==> config.mk <==
export PLATFORM = sky130hd
export DESIGN_NAME = fb_write_arbiter
export DESIGN_NICKNAME = d
export VERILOG_FILES = /design/src/rtl/paint_pkg.sv /design/src/rtl/rr_pick.sv /design/src/rtl/fb_write_arbiter.sv
export SDC_FILE = /design/constraint.sdc
export NUM_CORES = 1
export LEC_CHECK = 0
export CORE_MARGIN = 5
export CORE_UTILIZATION = 35
export CTS_BUF_LIST = sky130_fd_sc_hd__clkbuf_8
export CTS_CLUSTER_DIAMETER = 60
export CTS_CLUSTER_SIZE = 10
export DETAILED_ROUTE_END_ITERATION = 6
export GPL_TIMING_DRIVEN = 0
export MAX_ROUTING_LAYER = met4
export PLACE_DENSITY = 0.67
export SETUP_SLACK_MARGIN = 0.4
export SYNTH_ARGS = -nofsm -noshare
export SYNTH_HDL_FRONTEND = slang
export SYNTH_SLANG_ARGS = --single-unit
==> constraint.sdc <==
create_clock -name clk -period 3.3 [get_ports clk]
set_input_delay 0.66 -clock clk [delete_from_list [all_inputs] [get_ports clk]]
set_output_delay 0.66 -clock clk [all_outputs]
set_load 0.02 [all_outputs]
==> src/rtl/paint_pkg.sv <==
// paint_pkg: shared paint-path widths, arbiter state encoding and requester indices
package paint_pkg;
    localparam int XW_DEF = 8;
    localparam int YW_DEF = 8;
    localparam int DW_DEF = 8;
    localparam int REQ_PAINT = 0;
    localparam int REQ_CURSOR = 1;
    localparam int REQ_PALETA = 2;
    typedef enum logic {ARB = 1'b0, WRITE = 1'b1} arb_state_t;
endpackage

==> src/rtl/rr_pick.sv <==
// rr_pick: rotating priority encoder; req/excl masks and last-winner ptr in, one-hot win and valid out
module rr_pick #(
    parameter int N = 3,
    parameter int PW = (N > 1) ? $clog2(N) : 1
) (
    input  logic [N-1:0]  req,
    input  logic [PW-1:0] ptr,
    input  logic [N-1:0]  excl,
    output logic [N-1:0]  win,
    output logic          valid
);
    logic [N-1:0] m, rot, pick;
    logic [2*N-1:0] dbl, back;
    always_comb begin
        m = req & ~excl;
        dbl = {m, m} >> (int'(ptr) + 1);
        rot = dbl[N-1:0];
        pick = rot & (~rot + N'(1));
        back = {pick, pick} << (int'(ptr) + 1);
        win = back[2*N-1:N];
        valid = |m;
    end
endmodule

==> src/rtl/fb_write_arbiter.sv <==
// fb_write_arbiter: round-robin/paint-priority arbiter with locked bursts for the framebuffer write port
// ports: clk (falling edge), rst (async, active-low), req/lock per requester, req_x/req_y/req_data packed
// operands; gnt one-hot owner, ack write pulse, fb_we/fb_x/fb_y/fb_data write port, busy = lock held
module fb_write_arbiter
    import paint_pkg::*;
#(
    parameter int N_REQ = 3,
    parameter int XW = XW_DEF,
    parameter int YW = YW_DEF,
    parameter int DW = DW_DEF,
    parameter int PAINT_PRIO = 1,
    parameter int MAX_BURST = 16
) (
    input  logic                clk,
    input  logic                rst,
    input  logic [N_REQ-1:0]    req,
    input  logic [N_REQ-1:0]    lock,
    input  logic [N_REQ*XW-1:0] req_x,
    input  logic [N_REQ*YW-1:0] req_y,
    input  logic [N_REQ*DW-1:0] req_data,
    output logic [N_REQ-1:0]    gnt,
    output logic [N_REQ-1:0]    ack,
    output logic                fb_we,
    output logic [XW-1:0]       fb_x,
    output logic [YW-1:0]       fb_y,
    output logic [DW-1:0]       fb_data,
    output logic                busy
);
    localparam int PW = (N_REQ > 1) ? $clog2(N_REQ) : 1;
    localparam int CW = $clog2(MAX_BURST + 1);
    arb_state_t state;
    logic [CW-1:0] cnt;
    logic [PW-1:0] rr_ptr, win_idx;
    logic [N_REQ-1:0] excl, rr_win, win;
    logic [XW-1:0] win_x;
    logic [YW-1:0] win_y;
    logic [DW-1:0] win_d;
    logic at_max, keep, win_lock, rr_vld;
    rr_pick #(.N(N_REQ), .PW(PW)) u_pick (
        .req(req), .ptr(rr_ptr), .excl(excl), .win(rr_win), .valid(rr_vld)
    );
    // gnt is one-hot, so masking with it selects the current owner's bits
    always_comb begin
        at_max = cnt >= CW'(MAX_BURST);
        keep = busy && |(req & lock & gnt) && !at_max;
        excl = (busy && at_max && |(req & ~gnt)) ? gnt : '0;
        win = keep ? gnt
            : (PAINT_PRIO != 0 && req[REQ_PAINT] && !excl[REQ_PAINT]) ? N_REQ'(1)
            : rr_win;
        win_lock = |(lock & win);
        win_idx = '0;
        win_x = '0;
        win_y = '0;
        win_d = '0;
        for (int i = 0; i < N_REQ; i++) begin
            if (win[i]) begin
                win_idx = PW'(i);
                win_x = req_x[i*XW +: XW];
                win_y = req_y[i*YW +: YW];
                win_d = req_data[i*DW +: DW];
            end
        end
    end
    always_ff @(negedge clk or negedge rst) begin
        if (!rst) begin
            state <= ARB;
            gnt <= '0;
            ack <= '0;
            fb_we <= 1'b0;
            fb_x <= '0;
            fb_y <= '0;
            fb_data <= '0;
            busy <= 1'b0;
            cnt <= '0;
            rr_ptr <= PW'(N_REQ - 1);
        end else if (state == WRITE) begin
            state <= ARB;
            fb_we <= 1'b0;
            ack <= '0;
            cnt <= at_max ? cnt : cnt + CW'(1);
        end else if (!rr_vld) begin
            gnt <= '0;
            busy <= 1'b0;
            cnt <= '0;
        end else begin
            state <= WRITE;
            fb_we <= 1'b1;
            ack <= win;
            gnt <= win;
            rr_ptr <= win_idx;
            busy <= win_lock;
            if (win != gnt) cnt <= '0;
            fb_x <= win_x;
            fb_y <= win_y;
            fb_data <= win_d;
        end
    end
endmodule
## Yosys cells after proc, flatten, opt, wreduce, memory -nomap -nowiden

Index checks and enable logic that the tools add are counted.

| word-level totals | value |
|---|---|
| flip-flop bits (word level) | 40 |
| bits of input ports | 80 |
| logic and storage cells | 69 |

| operators by class | value |
|---|---|
| add/sub/neg operators | 3 |
| magnitude comparators | 1 |
| equality and inequality tests | 3 |
| shifts and indexed selects | 2 |
| mux-type cells | 26 |
| bitwise logic cells | 10 |
| reductions and logical operators | 14 |

Operators with widths:

| cell | number |
|---|---|
| 2-to-1 mux 8 bit | 9 |
| left shift 6 x 32 -> 6 bit | 1 |
| right shift 6 x 32 -> 3 bit | 1 |
| 2-to-1 mux 5 bit | 4 |
| bitwise AND 3 bit | 6 |
| 2-to-1 mux 3 bit | 6 |
| OR reduction 3 bit | 4 |
| inverter 3 bit | 3 |
| 2-to-1 mux 1 bit | 6 |
| adder 5 x 1 -> 5 bit (second input constant) | 1 |
| >= comparator 5 bit (second input constant) | 1 |
| logical AND 1 bit | 5 |
| AND reduction 2 bit | 2 |
| adder 2 x 1 -> 3 bit (second input constant) | 1 |
| adder 3 x 1 -> 3 bit (second input constant) | 1 |
| inequality test 3 x 2 -> 1 bit (second input constant) | 1 |
| inequality test 3 bit | 1 |
| zero test 1 bit | 2 |
| 2-to-1 mux 2 bit | 1 |
| inequality test 2 bit (second input constant) | 1 |
| nonzero test 2 bit | 1 |
| inverter 1 bit | 1 |

## Logic depth before layout (Yosys ltp)

Gate-level depths: netlist (run 1).

| logic depth | value |
|---|---|
| depth after elaboration | 18 |
| mapped depth | 13 |
| mapped depth without buffers | 10 |

## Cells and area by module

Synthesis (run 1) repeated with hierarchy kept, for this count alone.

| second synthesis, totals | value |
|---|---|
| cell total of the unflattened synthesis | 286 |
| area, all modules | 2,727.6 um^2 |

Modules (own cells, without submodules):

| module | times used | cells each | area each (um^2) | sequential area each (um^2) |
|---|---|---|---|---|
| fb_write_arbiter | 1 | 253 | 2,458.6 | 1,002.2 |
| rr_pick | 1 | 33 | 269.0 | 0.0 |

==> metrics.yaml, run 1 <==
status: "complete, but fails checks"
violations: "negative setup slack"
synth_commonest_cells: "dfrtn_1 (39), nand2_1 (35), nand3_1 (32)"
path_clk_slew_ns: 0.05
grt_max_degree: 35
synthArstFlopShare: 1.00
syn_inst: 297
io_buffers: 110
synth_top_area_share: 0.382
crit_fanout: 5
htreeDepth: 2
die_y_um: 95.5
end_kind: "flip-flop"
core-area_um2: 7180
worstSetupPathType: "in -> reg"
drive_above_1_share: 0.333
skew_ns: 0.0516
min_delay_path_depth: 1
syn_nets: 380
grt.total_usage: 0.223
insertion_delay_ns: 0.35
wire_per_inst_um: 17.5
tritoncts: "done"
rsz0062_at_grt: "true"
ant_nets: 0
clock-sinks: 40
netlist_area_um2: 2560
r2r_cells: 11
slew_headroom: 0.575
dp_hpwl_um: 6590
cts-root-buf: "clkbuf_8"
grt_pass1_vias: 3078
worst_slew_pin_slew_ns: 0.638
setup_slack_ns: -1.45
diodes: 0
reg2reg_to: "cnt[4]"
fillers: 566
register_area_um2: 1000
slew_viol_final: 0
ys.flop_type: "dfrtn_1"
grt_pass1_wl_um: 15400
place_area_um2: 3860
final_cells: 567
synthTopCellsByArea: "dfrtn_1 (38%), a31oi_1 (7.3%), o211ai_1 (7.0%)"
r2r_slack_ns: 0.08
ir_worst_vdd_v: 0.000377
yosysUniqueCellTypes: 53
ctsHoldBuffers: 0
hold_slack_ns: 0.460
boundaryPins: 112
start_util: 0.356
cp.required_ns: 1.95
route.vias.total: 3054
drc_errors: 0
multi_input_area_um2: 1640
hp-start: "cnt[0]"
numCtsBuffers: 5
grt_overflow_total: 0
synth.avg_cell_area_um2: 8.61
cp.arrival_ns: 3.40
layout.nets: 551
cts_buffer_depth: 2
drt_iter0_markers: 195
worstReg2RegStart: "gnt[1]"
yosysMostFrequentCell: "dfrtn_1"
fp.dieArea_um2: 9110
setup.worst_path.end: "cnt[4]"
setup_viol_count_final: 40
hold_viol: 0
ys_warn_count: 0
p_leak_nw: 1.99
placedCellCount: 507
startpoint: "req[1]"
wl_um: 9940
yosysSeqAreaShare: 0.392
rows: 31
antenna_found_initial: 0
die_w_um: 95.5
cap_violations: 0
synth_edf_count: 0
globalplace.congestion: 0.825
min_path_type: "reg -> reg"
area_growth_syn_to_layout_pct: 87.7
p_per_area_nw_per_um2: 912
routed_via_density: 5.39
dr.pass1.iters: 4
design_area_um2: 4800
critPathLaunchType: "primary input"
ys_seq_elements: 40
yosys.area.top_type: "dfrtn_1"
[timing repair]
action,CTS,global route
resized for setup,257,34
hold endpoints to repair,0,0
pin swaps,34,14
setup endpoints to repair,72,72
cloned,3,1
setup buffers,29,20
[per-layer routing]
metal  share of wire  global-route usage
met5               0                   -
met1            0.40               0.272
met4           0.020              0.0711
met2            0.52               0.369
met3           0.057              0.0458
[placed cells by master, fill, tap and decap left out, drive strengths merged, types with 4 or more instances in the layout]
master         Yosys  final
buf                5     98
clkdlybuf4s50      0     75
dfrtn             39     39
nand2             35     35
nand3             32     32
a31oi             30     30
and2              27     27
o211ai            24     24
clkbuf            18     19
inv                9      9
nor2               9      9
o21ai              6      6
a21oi              5      5
nor2b              4      4
[sequential cells by signal (all words and copies together) (netlist names), 2 cells and up]
register	flops
rr_ptr	2
fb_x	8
cnt	5
fb_data	8
gnt	3
ack	3
fb_y	8
[worst min-delay path by stage]
stage	to	slack (ns)
after floorplan	cnt[0]	0.42
after global placement	fb_data[2]	0.44
after CTS	cnt[0]	0.46
after global routing	fb_y[5]	0.49
after detailed placement	fb_data[2]	0.45
final	cnt[0]	0.46
[critical path: stages]
cell and delay [ns]:
buf_12 0.10, nor2b_4 0.12, o2111a_2 0.28, nand2b_4 0.14
buf_6 0.11, o41a_1 0.41, o31a_1 0.26, or3_4 0.36
and3_4 0.19, or4b_4 0.53, a221oi_2 0.26
[per-stage QoR]
stage               utilization  power, mW  setup WS (ns)  TNS, ns
CTS                       0.627       3.95          -1.40   -47.59
floorplan                     -       2.22          -1.62   -56.09
global route              0.669       4.65          -1.54   -52.62
finish                    0.669       4.37          -1.45   -49.33
detailed placement        0.538       3.03          -2.58   -94.47
global placement          0.536       3.00          -2.51  -133.92
[layout make-up]
| cell class | instances | share of cell area |
|---|---|---|
| repair buffers | 164 | 0.344 |
| multi-input cells | 223 | 0.342 |
| flip-flops and latches | 40 | 0.209 |
| plain buffers | 23 | 0.0524 |
| well taps | 99 | 0.0258 |
| clock buffers | 5 | 0.0143 |
| inverters | 10 | 0.00887 |
| clock inverters | 3 | 0.00339 |
[cells by family after synthesis]
logic type / synth area share
AND/OR/NAND/NOR: 0.248
AO/OA/AOI/OAI: 0.267
flip-flops: 0.392
buffers and inverters: 0.0573
multiplexers: 0.0210
adder cells (fa/ha/maj): 0.0147
[where the power goes]
part	leakage, nW	switching (mW)	internal [mW]
clock	0.0453	0.185	0.145
sequential	0.504	0.161	0.722
combinational	1.44	1.52	1.64
total	1.99	1.87	2.51
No activity file was read; power rests on OpenSTA's default activity.
==> inputs of run 2 (changes only) <==
CTS_CLUSTER_SIZE = default   (was 10)
==> results of run 2 <==
Same layout as run 1: the final DEF is identical, and so are final timing and power.
